[src/rtl/capture_ctrl_pkg.sv]
// capture_ctrl_pkg: shared types and default sizes for the acquisition sequencer.
//   cap_state_t : capture state machine states
//   CAP_DEPTH   : sample RAM entries per channel
//   CAP_ADDR_W  : RAM address width (log2 CAP_DEPTH)
//   CAP_DEC_W   : width of the decimation exponent
package capture_ctrl_pkg;

    localparam int unsigned CAP_DEPTH  = 512;
    localparam int unsigned CAP_ADDR_W = 9;
    localparam int unsigned CAP_DEC_W  = 4;

    typedef enum logic [2:0] {
        IDLE,
        PRE,
        ARMED,
        POST,
        DONE
    } cap_state_t;

endpackage

[src/rtl/capture_ctrl_trig.sv]
// trig_detect: trigger qualification for the capture sequencer.
//   clk, rst     : system clock, synchronous active-high reset
//   trig1, trig2 : asynchronous AFE trigger pins
//   trig_sel     : 0 selects trig1, 1 selects trig2
//   trig_edge    : 1 = rising edge qualifies, 0 = falling edge qualifies
//   force_trig   : software trigger pulse, passed straight through
//   trig_evt     : one-cycle trigger event
module trig_detect (
    input  logic clk,
    input  logic rst,
    input  logic trig1,
    input  logic trig2,
    input  logic trig_sel,
    input  logic trig_edge,
    input  logic force_trig,
    output logic trig_evt
);

    logic [1:0] sync1;
    logic [1:0] sync2;
    logic       sel_s;
    logic       sel_d;
    logic       edge_evt;

    // Both pins are always synchronised so switching trig_sel never
    // exposes a metastable flop.
    always_comb begin
        sel_s = trig_sel ? sync2[1] : sync1[1];
    end

    always_ff @(posedge clk) begin
        if (rst) begin
            sync1    <= '0;
            sync2    <= '0;
            sel_d    <= 1'b0;
            edge_evt <= 1'b0;
        end else begin
            sync1    <= {sync1[0], trig1};
            sync2    <= {sync2[0], trig2};
            sel_d    <= sel_s;
            edge_evt <= trig_edge ? (sel_s & ~sel_d) : (~sel_s & sel_d);
        end
    end

    // The software trigger bypasses the pipeline so it acts in the cycle it is issued.
    always_comb begin
        trig_evt = edge_evt | force_trig;
    end

endmodule

[src/rtl/capture_ctrl.sv]
// capture_ctrl: acquisition sequencer between the ADCs and the sample RAMs.
//   clk, rst        : 40 MHz system clock, synchronous active-high reset
//   start           : pulse, arm a new capture (restarts from any state)
//   force_trig      : pulse, software trigger
//   trig1, trig2    : asynchronous AFE triggers; trig_sel / trig_edge qualify them
//   trig_pos        : samples stored after the trigger
//   dec_pwr         : store one sample every 2^dec_pwr ADC samples
//   rd_en, rd_addr  : readout port, honoured in IDLE/DONE only
//   adc_clk, rclk   : clk/2 to the ADCs, RAM clock (~adc_clk)
//   en, we, addr    : registered RAM strobes
//   armed           : high in ARMED
//   capture_done    : high in DONE
//   oldest_addr     : RAM address of the oldest sample, valid with capture_done
module capture_ctrl
    import capture_ctrl_pkg::*;
#(
    parameter int unsigned DEPTH  = CAP_DEPTH,
    parameter int unsigned ADDR_W = CAP_ADDR_W,
    parameter int unsigned DEC_W  = CAP_DEC_W
) (
    input  logic              clk,
    input  logic              rst,
    input  logic              start,
    input  logic              force_trig,
    input  logic              trig1,
    input  logic              trig2,
    input  logic              trig_sel,
    input  logic              trig_edge,
    input  logic [ADDR_W-1:0] trig_pos,
    input  logic [DEC_W-1:0]  dec_pwr,
    input  logic              rd_en,
    input  logic [ADDR_W-1:0] rd_addr,
    output logic              adc_clk,
    output logic              rclk,
    output logic              en,
    output logic              we,
    output logic [ADDR_W-1:0] addr,
    output logic              armed,
    output logic              capture_done,
    output logic [ADDR_W-1:0] oldest_addr
);

    localparam logic [ADDR_W:0] DEPTH_CNT = (ADDR_W+1)'(DEPTH);

    cap_state_t        state;
    logic [15:0]       dec_cnt;
    logic [15:0]       dec_lim;
    logic              smp;
    logic              cap_tick;
    logic              wr_tick;
    logic              wr_win;
    logic              trig_evt;
    logic [ADDR_W-1:0] wr_ptr;
    logic [ADDR_W-1:0] wr_ptr_nxt;
    logic [ADDR_W:0]   pre_cnt;
    logic [ADDR_W:0]   pre_cnt_nxt;
    logic [ADDR_W:0]   post_cnt;
    logic [ADDR_W:0]   post_cnt_nxt;
    logic [ADDR_W:0]   pre_target;

    trig_detect u_trig (
        .clk        (clk),
        .rst        (rst),
        .trig1      (trig1),
        .trig2      (trig2),
        .trig_sel   (trig_sel),
        .trig_edge  (trig_edge),
        .force_trig (force_trig),
        .trig_evt   (trig_evt)
    );

    // A write happens on a decimated sample tick while capturing; start
    // takes priority and discards the tick.
    always_comb begin
        smp          = ~adc_clk;
        dec_lim      = (16'd1 << dec_pwr) - 16'd1;
        cap_tick     = smp && (dec_cnt == dec_lim);
        wr_tick      = cap_tick && !start && (state inside {PRE, ARMED, POST});
        wr_ptr_nxt   = wr_ptr + {{(ADDR_W-1){1'b0}}, wr_tick};
        pre_cnt_nxt  = pre_cnt + {{ADDR_W{1'b0}}, wr_tick};
        post_cnt_nxt = post_cnt + {{ADDR_W{1'b0}}, wr_tick};
        pre_target   = DEPTH_CNT - {1'b0, trig_pos};
    end

    // ADC / RAM clocks and the decimation counter.
    always_ff @(posedge clk) begin
        if (rst) begin
            adc_clk <= 1'b0;
            rclk    <= 1'b1;
            dec_cnt <= '0;
        end else begin
            adc_clk <= ~adc_clk;
            rclk    <= adc_clk;
            if (start || cap_tick) begin
                dec_cnt <= '0;
            end else if (smp) begin
                dec_cnt <= dec_cnt + 16'd1;
            end
        end
    end

    // Capture state machine with registered status outputs.
    always_ff @(posedge clk) begin
        if (rst) begin
            state        <= IDLE;
            wr_ptr       <= '0;
            pre_cnt      <= '0;
            post_cnt     <= '0;
            armed        <= 1'b0;
            capture_done <= 1'b0;
            oldest_addr  <= '0;
        end else if (start) begin
            state        <= PRE;
            wr_ptr       <= '0;
            pre_cnt      <= '0;
            post_cnt     <= '0;
            armed        <= 1'b0;
            capture_done <= 1'b0;
        end else begin
            wr_ptr <= wr_ptr_nxt;
            case (state)
                IDLE: begin
                end
                PRE: begin
                    pre_cnt <= pre_cnt_nxt;
                    if (pre_cnt_nxt == pre_target) begin
                        state <= ARMED;
                        armed <= 1'b1;
                    end
                end
                ARMED: begin
                    if (trig_evt) begin
                        armed <= 1'b0;
                        if (trig_pos == '0) begin
                            state        <= DONE;
                            capture_done <= 1'b1;
                            oldest_addr  <= wr_ptr_nxt;
                        end else begin
                            state <= POST;
                        end
                    end
                end
                POST: begin
                    post_cnt <= post_cnt_nxt;
                    if (post_cnt_nxt == {1'b0, trig_pos}) begin
                        state        <= DONE;
                        capture_done <= 1'b1;
                        oldest_addr  <= wr_ptr_nxt;
                    end
                end
                DONE: begin
                end
                default: state <= IDLE;
            endcase
        end
    end

    // RAM strobes. A write window spans the full adc period after the tick
    // (wr_win marks its second half) and may run into DONE after the last
    // post-trigger write, so it takes precedence over the readout path.
    always_ff @(posedge clk) begin
        if (rst) begin
            en     <= 1'b0;
            we     <= 1'b0;
            addr   <= '0;
            wr_win <= 1'b0;
        end else if (wr_tick) begin
            en     <= 1'b1;
            we     <= 1'b1;
            addr   <= wr_ptr;
            wr_win <= 1'b1;
        end else if (wr_win) begin
            wr_win <= 1'b0;
        end else if (state == IDLE || state == DONE) begin
            en   <= rd_en;
            we   <= 1'b0;
            addr <= rd_addr;
        end else begin
            en <= 1'b0;
            we <= 1'b0;
        end
    end

endmodule

[config.mk]
export PLATFORM = sky130hd
export DESIGN_NAME = capture_ctrl
export DESIGN_NICKNAME = d
export VERILOG_FILES = /design/src/rtl/capture_ctrl_pkg.sv /design/src/rtl/capture_ctrl_trig.sv /design/src/rtl/capture_ctrl.sv
export SDC_FILE = /design/constraint.sdc
export NUM_CORES = 1
export LEC_CHECK = 0
export CELL_PAD_IN_SITES_DETAIL_PLACEMENT = 0
export CELL_PAD_IN_SITES_GLOBAL_PLACEMENT = 1
export CORE_UTILIZATION = 50
export CTS_BUF_LIST = sky130_fd_sc_hd__clkbuf_8
export CTS_CLUSTER_DIAMETER = 120
export CTS_CLUSTER_SIZE = 20
export DETAILED_ROUTE_END_ITERATION = 16
export DONT_BUFFER_PORTS = 1
export PLACE_DENSITY_LB_ADDON = 0.1
export RECOVER_POWER = 25
export SLEW_MARGIN = 20
export SYNTH_ARGS = -nofsm -noshare
export SYNTH_HDL_FRONTEND = slang
export SYNTH_HIERARCHICAL = 1
export SYNTH_SLANG_ARGS = --single-unit
[constraint.sdc]
create_clock -name clk -period 8.25 [get_ports clk]
set_input_delay 2.0625 -clock clk [delete_from_list [all_inputs] [get_ports clk]]
set_output_delay 2.0625 -clock clk [all_outputs]
set_load 0.02 [all_outputs]
==> results of run 1 <==
==> Yosys cell counts, drive strengths merged (10+ instances only) <==
master / instances / area (sq um)
dfxtp: 79 / 1580
nor2: 50 / 195
xnor2: 44 / 385
nand2: 39 / 146
xor2: 35 / 307
and2: 22 / 138
nand3: 20 / 100
clkbuf: 19 / 71.3
nor3: 19 / 100
a211oi: 18 / 165
a21oi: 17 / 85.1
mux2i: 14 / 140
buf: 12 / 71.3
nand4: 12 / 75.1
nor4: 12 / 75.1
inv: 11 / 41.3
nand2b: 11 / 68.8
o21ai: 11 / 55.1
ha: 10 / 125
==> flip-flops by register name, indices dropped and copies added, names as in the netlist, 2 cells and up <==
| signal | flops |
|---|---|
| wr_ptr | 9 |
| pre_cnt | 10 |
| oldest_addr | 9 |
| state | 3 |
| u_trig/sync1 | 2 |
| u_trig/sync2 | 2 |
| addr | 9 |
| post_cnt | 10 |
| dec_cnt | 16 |
==> layer usage <==
metal	global-route usage, %	vias to the layer above	wire length, um
met3	5.61	14	433
met1	28.9	1673	4620
met5	0	-	0
met4	7.35	0	159
met2	36.9	71	4620
li1	-	1829	-
==> worst paths after layout <==
path         depth (start not counted)             from  slack, ns               to
max                                 19       dec_pwr[1]       1.09   oldest_addr[1]
min                                  1  u_trig/sync1[0]       0.45  u_trig/sync1[1]
max reg2reg                         16          adc_clk       2.96   oldest_addr[1]
min reg2reg                          1  u_trig/sync1[0]       0.45  u_trig/sync1[1]
==> power groups by stage <==
stage          sequential, uW  combinational (uW)  clock (uW)
5_1_grt                   400                61.9         312
6_report                  399                55.0         283
2_1_floorplan             405                54.9           0
4_1_cts                   399                55.5         294
3_5_place_dp              408                55.1           0
3_3_place_gp              408                54.1           0
==> logic make-up after synthesis <==
logic type,count (synthesis),synth area share (%)
AND/OR/NAND/NOR,234,27.8
XOR/XNOR,80,15.7
flip-flops,79,34.8
AO/OA/AOI/OAI,72,11.3
buffers and inverters,42,4.05
multiplexers,16,3.58
adder cells (fa/ha/maj),10,2.75
==> worst max-delay path: stages <==
cell and delay (ns):
nor3_2 0.25, nand2b_1 0.13, ha_1 0.34, or2_1 0.30
a2bb2oi_1 0.16, o32ai_1 0.17, xor2_1 0.10, or4_1 0.66
or3_4 0.55, inv_2 0.14, ha_1 0.22, ha_1 0.25
nand3_1 0.29, nor2_1 0.22, xnor2_1 0.09, a2111oi_1 0.54
nand3_1 0.37, nand2_1 0.39, mux2i_1 0.22
==> per-stage QoR <==
step / cell area (sq um) / worst slack, ns
floorplan: 4540 / 1.68
global placement: 4540 / 0.994
detailed placement: 4540 / 0.726
CTS: 4730 / 1.11
global route: 4730 / 0.539
finish: 4730 / 1.09
==> layout make-up <==
cell class                      instances  area, sq um  area share [%]
Tap cell                              108          135            2.86
Multi-Input combinational cell        412         2780            58.8
Inverter                               11         41.3           0.873
Clock inverter                          7         65.1            1.38
Sequential cell                        79         1580            33.4
Clock buffer                            9          124            2.62
==> flow_summary.yaml, run 1 <==
sta:
  fin_setup_tns_ns: 0
  timing.fmax_mhz: 140
  finalClockSkew_ns: 0.0146
  relSlewSlack_pct: 33.6
  grt_setup_unrepaired: "false"
  min_period_ns: 7.16
  worst_hold_slack_ns: 0.450
  setup_viol: 0
  final_hold_viol_count: 0
  maxSlewViolCount: 0
  tightest_slew_ns: 0.991
  finalCritPeriodShare_pct: 86.8
logic_synthesis:
  synth_area_per_cell_sq_um: 8.53
  yosysWarnings: 6
  syn-num-nets: 574
  yosysSeqAreaShare_pct: 34.8
  syn_area_sq_um: 4540
  ys_seq_elements: 79
  synthCells: 533
  async_flop_share_pct: 0
  ys_types: 61
  synth_ff_type: "dfxtp_1"
  synth_edf_count: 0
pwr:
  power.total_uw: 736
  p_sw_uw: 184
  power_frac_seq_pct: 54.1
  pwr-share-comb_pct: 7.5
  switching_share_pct: 25.0
  clockPowerShare_pct: 38.4
  pwr_density_cell_nw_per_um2: 156
  p_leak_uw: 0.00171
  peakVddDrop_uv: 97.4
  intPower_uw: 553
place:
  placedCellCount: 610
  gp_congestion: 0.830
  io_buffers: 0
  hpwlAfterDp_um: 7250
finish:
  final.fill_count: 834
  final_common_cell: "dfxtp_1"
  final_cell_mix: "dfxtp_1, nor2_1, xnor2_1, nand2_1, xor2_1"
  area_growth_pct: 4.10
  fin_util_pct: 54.0
  instances_no_fill: 626
  drive_above_1_share_pct: 5.60
  finalNetCount: 554
  n_antenna_cell: 0
floorplan:
  die_w_um: 97.3
  ioPinCount: 55
  start_util_pct: 51.9
  row_count: 34
  fp.dieH_um: 97.3
  core_region_area_sq_um: 8760
  die_area_sq_um: 9470
global_routing:
  antenna_found_initial: 0
  track_usage_pct: 22.5
  overflow: 0
  grt_pass1_wl_um: 17300
  grt_max_degree: 35
  grt_pass1_vias: 3579
setup_path:
  critPathKind: "input pin to register"
  crit_path_start_kind: "input pin"
  critPathMaxFanout: 14
  endpoint_kind: "register"
  arrival_ns: 7.45
  cp_data_required_time_ns: 8.54
clock_network:
  cts_sinks: 79
  clockBufferDepth: 2
  clkLatencyLatePin_ns: 0.35
  cts_resized: 0
  cts_tree: "yes"
  ctsHoldBuffers: 0
  h-tree-depth: 3
  clock-root-buffer: "clkbuf_8"
  cts-buffers-inserted: 9
  clkTransAtPathRegs_ns: 0.09
  cts_setup_buffers: 0
job:
  cap_viol_max_count: 0
detailed_routing:
  num_vias: 3587
  drc_errors: 0
  first_pass_iters: 4
  drt.antenna.violating_nets: 0
  drt-vias-per-instance: 5.73
  wire_per_inst_um: 15.7
  finalWirelength_um: 9840
  first_iter_violations: 144
run_status:
  status: "completed"
min_path:
  hp-class: "register to register"
(Power assumes the default switching activity.)
==> inputs of run 2 (changes only) <==
Clock period 8.25 ns to 8.8 ns, I/O delays scaled along.
==> flow_summary.yaml, run 2 (synthesized netlist as in run 1, its figures left out) <==
run_status:
  status: "completed"
clock_network:
  cts_tree: "yes"
  cts_sinks: 79
  clock-root-buffer: "clkbuf_8"
  clkLatencyLatePin_ns: 0.37
  ctsHoldBuffers: 0
  clockBufferDepth: 2
  clkTransAtPathRegs_ns: 0.09
  cts-buffers-inserted: 9
  cts_setup_buffers: 0
  h-tree-depth: 3
  cts_resized: 0
place:
  io_buffers: 0
  post-place-ws_ns: 1.16
  place_area_sq_um: 4540
  hpwlAfterDp_um: 7280
  gp_congestion: 0.830
min_path:
  holdPathStages: 1
  hold_end: "u_trig/sync1[1]"
  hp-class: "register to register"
  hold_start: "u_trig/sync1[0]"
sta:
  fin_setup_tns_ns: 0
  timing.fmax_mhz: 138
  min_period_ns: 7.23
  finalClockSkew_ns: 0.0133
  worst_hold_slack_ns: 0.440
  setup_viol: 0
  relSlewSlack_pct: 32.2
  finalCritPeriodShare_pct: 82.2
  fin_ws_ns: 1.57
  maxSlewViolCount: 0
  grt_setup_unrepaired: "false"
  tightest_slew_ns: 1.01
  final_hold_viol_count: 0
floorplan:
  die_area_sq_um: 9470
  die_w_um: 97.3
  start_util_pct: 51.9
  ioPinCount: 55
  fp.dieH_um: 97.3
  row_count: 34
  core_region_area_sq_um: 8760
setup_path:
  cp_data_required_time_ns: 9.10
  critPathKind: "input pin to register"
  reg2reg_slack_ns: 3.56
  arrival_ns: 7.54
  reg2reg_to: "oldest_addr[1]"
  reg2reg_depth: 16
  cp_top_family: "simple AND/OR/NAND/NOR gates"
  crit_chain: "nor3_2 > nand2b_1 > ha_1 > or2_1 > mux2i_1 > a32oi_1 > xnor2_1 > or4_1 > or3_4 > inv_2 > ha_1 > ha_1 > nand3_1 > nor2_1 > xnor2_1 > a2111oi_1 > nand3_1 > nand2_1 > mux2i_1"
  cpMaxStageDelayCell: "or4_1"
  crit_path_start_kind: "input pin"
  critPathMaxStageDelay_ns: 0.69
  rr_startpoint: "adc_clk"
  path_buf_inv: 1
  critPathMaxFanout: 14
  cp_common_cell: "ha_1"
  endpoint_kind: "register"
finish:
  finalNetCount: 554
  largest_register_ffs: 16
  final_common_cell: "dfxtp_1"
  reg_top3: "dec_cnt x16, post_cnt x10, pre_cnt x10"
  n_antenna_cell: 0
  area_growth_pct: 4.85
  stdcell_area_sq_um: 4760
  fin_util_pct: 54.4
  final_cell_mix: "dfxtp_1, nor2_1, xnor2_1, nand2_1, xor2_1"
  final.fill_count: 836
  regMostFlops: "dec_cnt"
  drive_above_1_share_pct: 5.60
detailed_routing:
  first_iter_violations: 126
  drc_errors: 0
  drt.antenna.violating_nets: 0
  first_pass_iters: 4
  finalWirelength_um: 9900
  num_vias: 3557
  wire_per_inst_um: 15.8
  drt-vias-per-instance: 5.68
job:
  cap_viol_max_count: 0
global_routing:
  grt_max_degree: 35
  overflow: 0
  track_usage_pct: 22.4
  grt_pass1_wl_um: 17100
  grt_pass1_vias: 3578
  antenna_found_initial: 0
pwr:
  peakVddDrop_uv: 90.7
  p_leak_uw: 0.00173
  pwr_density_cell_nw_per_um2: 153
run 2: final cells by class:
type	count	area [sq um]	area share [%]
Clock buffer	10	138	2.89
Clock inverter	6	85.1	1.79
Inverter	11	41.3	0.867
Multi-Input combinational cell	412	2780	58.4
Sequential cell	79	1580	33.2
Tap cell	108	135	2.84
run 2: how the worst max path moves through the flow:
stage,startpoint,cells after the start,to
final,dec_pwr[1],19,oldest_addr[1]
after global routing,dec_pwr[1],19,oldest_addr[0]
after CTS,dec_pwr[1],19,oldest_addr[1]
after detailed placement,dec_pwr[1],19,oldest_addr[1]
after global placement,dec_pwr[1],19,oldest_addr[1]
after floorplan,dec_pwr[2],21,oldest_addr[0]
run 2: through the flow:
stage,total power [uW],std cells
floorplan,431,533
global placement,433,610
detailed placement,434,610
CTS,740,626
global route,761,626
finish,730,626
run 2: routing by layer:
layer / vias up / global-route usage, % / wire length, um
met1: 1647 / 28.5 / 4590
met5: - / 0 / 0
met3: 17 / 4.39 / 402
met4: 0 / 10.1 / 215
met2: 68 / 36.8 / 4680
li1: 1825 / - / -
run 2: worst register-to-register path: stages (launching register included):
cell       delay [ns]
dfxtp_1          0.47
nor2_1           0.20
o21ai_0          0.10
a221o_1          0.26
a2111oi_0        0.40
nand4_1          0.46
or3_4            0.62
inv_2            0.14
ha_1             0.22
ha_1             0.25
nand3_1          0.30
nor2_1           0.22
xnor2_1          0.08
a2111oi_1        0.51
nand3_1          0.36
nand2_1          0.38
mux2i_1          0.22
run 2: where the power goes:
part	total [uW]	switching (uW)	internal, uW
Combinational	51.6	26.0	25.6
Clock	304	138	166
Sequential	374	10.4	363
==> inputs of run 3 (changes only) <==
Clock period 8.8 ns to 7.3 ns, I/O delays scaled along.
==> flow_summary.yaml, run 3 (synthesized netlist as in run 1, its figures left out) <==
global_routing:
  antenna_found_initial: 0
  grt_pass1_wl_um: 17000
  track_usage_pct: 21.9
  overflow: 0
  grt_max_degree: 35
  grt_pass1_vias: 3511
clock_network:
  cts_resized: 0
  clock-root-buffer: "clkbuf_8"
  clkLatencyLatePin_ns: 0.34
  cts-buffers-inserted: 9
  clkTransAtPathRegs_ns: 0.08
  h-tree-depth: 3
  cts_tree: "yes"
  clockBufferDepth: 2
  cts_setup_buffers: 0
  ctsHoldBuffers: 0
  cts_sinks: 79
setup_path:
  critPathMaxStageDelay_ns: 0.55
  cp_common_cell: "ha_1"
  cp_top_family: "simple AND/OR/NAND/NOR gates"
  endpoint_kind: "register"
  critPathMaxFanout: 14
  critPathKind: "input pin to register"
  cpMaxStageDelayCell: "or4_1"
  crit_path_start_kind: "input pin"
  rr_startpoint: "adc_clk"
  path_buf_inv: 1
  cp_data_required_time_ns: 7.58
  reg2reg_to: "oldest_addr[1]"
  reg2reg_slack_ns: 2.32
  arrival_ns: 6.94
  reg2reg_depth: 17
  crit_chain: "nor3_2 > nand2b_1 > ha_1 > or2_1 > mux2i_1 > a32oi_1 > xnor2_1 > or4_1 > or3_4 > inv_2 > ha_1 > ha_1 > nand3_1 > nor2_1 > xnor2_1 > a2111oi_1 > nand3_1 > nand2_1 > mux2i_1"
detailed_routing:
  drt-vias-per-instance: 5.68
  first_iter_violations: 130
  drc_errors: 0
  finalWirelength_um: 9760
  wire_per_inst_um: 15.6
  drt.antenna.violating_nets: 0
  num_vias: 3563
  first_pass_iters: 4
min_path:
  holdPathStages: 1
  hold_end: "u_trig/sync1[1]"
  hold_start: "u_trig/sync1[0]"
  hp-class: "register to register"
finish:
  multi_input_area_sq_um: 2780
  largest_register_ffs: 16
  n_antenna_cell: 0
  seqCellArea_sq_um: 1580
  finalNetCount: 556
  final.fill_count: 828
  fin_util_pct: 54.6
  final_cell_mix: "dfxtp_1, nor2_1, xnor2_1, nand2_1, xor2_1"
  drive_above_1_share_pct: 5.59
  area_growth_pct: 5.26
  regMostFlops: "dec_cnt"
  reg_top3: "dec_cnt x16, post_cnt x10, pre_cnt x10"
  final_common_cell: "dfxtp_1"
place:
  io_buffers: 0
  hpwlAfterDp_um: 7210
  gp_congestion: 0.838
sta:
  final_hold_viol_count: 0
  grt_setup_unrepaired: "false"
  maxSlewViolCount: 0
  fin_setup_tns_ns: 0
  tightest_slew_ns: 0.984
  finalClockSkew_ns: 0.00898
  relSlewSlack_pct: 34.1
  min_period_ns: 6.67
  setup_viol: 0
  finalCritPeriodShare_pct: 91.3
  timing.fmax_mhz: 150
run_status:
  status: "completed"
pwr:
  p_leak_uw: 0.00174
  pwr_density_cell_nw_per_um2: 185
  peakVddDrop_uv: 102
floorplan:
  ioPinCount: 55
  die_w_um: 97.3
  core_region_area_sq_um: 8760
  row_count: 34
  die_area_sq_um: 9470
  start_util_pct: 51.9
  fp.dieH_um: 97.3
job:
  cap_viol_max_count: 0
run 3: changes by cell type in the layout (fill, tap and decap cells not counted):
cell,change
buf_4,+2
bufinv_16,+1
clkbuf_8,-1
clkinv_4,-1
clkinvlp_4,-1
inv_1,+1
run 3: layout make-up:
class | instances | area share, %
tap | 108 | 2.83
sequential | 79 | 33.1
multi-input combinational | 412 | 58.2
timing repair buffer | 2 | 0.314
clock buffer | 9 | 2.59
inverter | 11 | 0.863
clock inverter | 6 | 2.14
run 3: routing by layer:
metal | wire length [um] | global-route usage (%) | vias up | part of all wire (%)
met1 | 4590 | 28.8 | 1660 | 47
met5 | 0 | 0 | - | 0
met3 | 390 | 5.04 | 11 | 4.0
met2 | 4660 | 36.6 | 67 | 48
li1 | - | - | 1825 | -
met4 | 121 | 4.86 | 0 | 1.2
run 3: worst max-delay path by stage:
stage                from             end  slack (ns)  cells past startpoint
2_1_floorplan  dec_pwr[2]  oldest_addr[0]        0.97                     21
3_3_place_gp   dec_pwr[1]  oldest_addr[0]        0.48                     19
3_5_place_dp   dec_pwr[1]  oldest_addr[1]        0.28                     19
4_1_cts        dec_pwr[1]  oldest_addr[1]        0.62                     19
5_1_grt        dec_pwr[1]  oldest_addr[1]        0.15                     19
6_report       dec_pwr[1]  oldest_addr[1]        0.63                     19
run 3: power by group:
group	switching (uW)	total, uW	internal [uW]	leakage [uW]
logic	31.3	62.3	31.0	0.000980
registers	12.6	451	438	0.000641
clock network	152	374	222	0.000122
total	196	887	692	0.00174
run 3: per-stage QoR:
stage                     setup slack (ns)  std cells  hold WS, ns  total power (uW)  cell area [sq um]
final                                0.632        627        0.437               887               4780
after global routing                 0.148        627        0.471               925               4780
after CTS                            0.619        627        0.445               899               4780
after detailed placement             0.275        612        0.425               523               4560
after global placement               0.476        612        0.414               522               4560
after floorplan                      0.965        533        0.411               520               4540
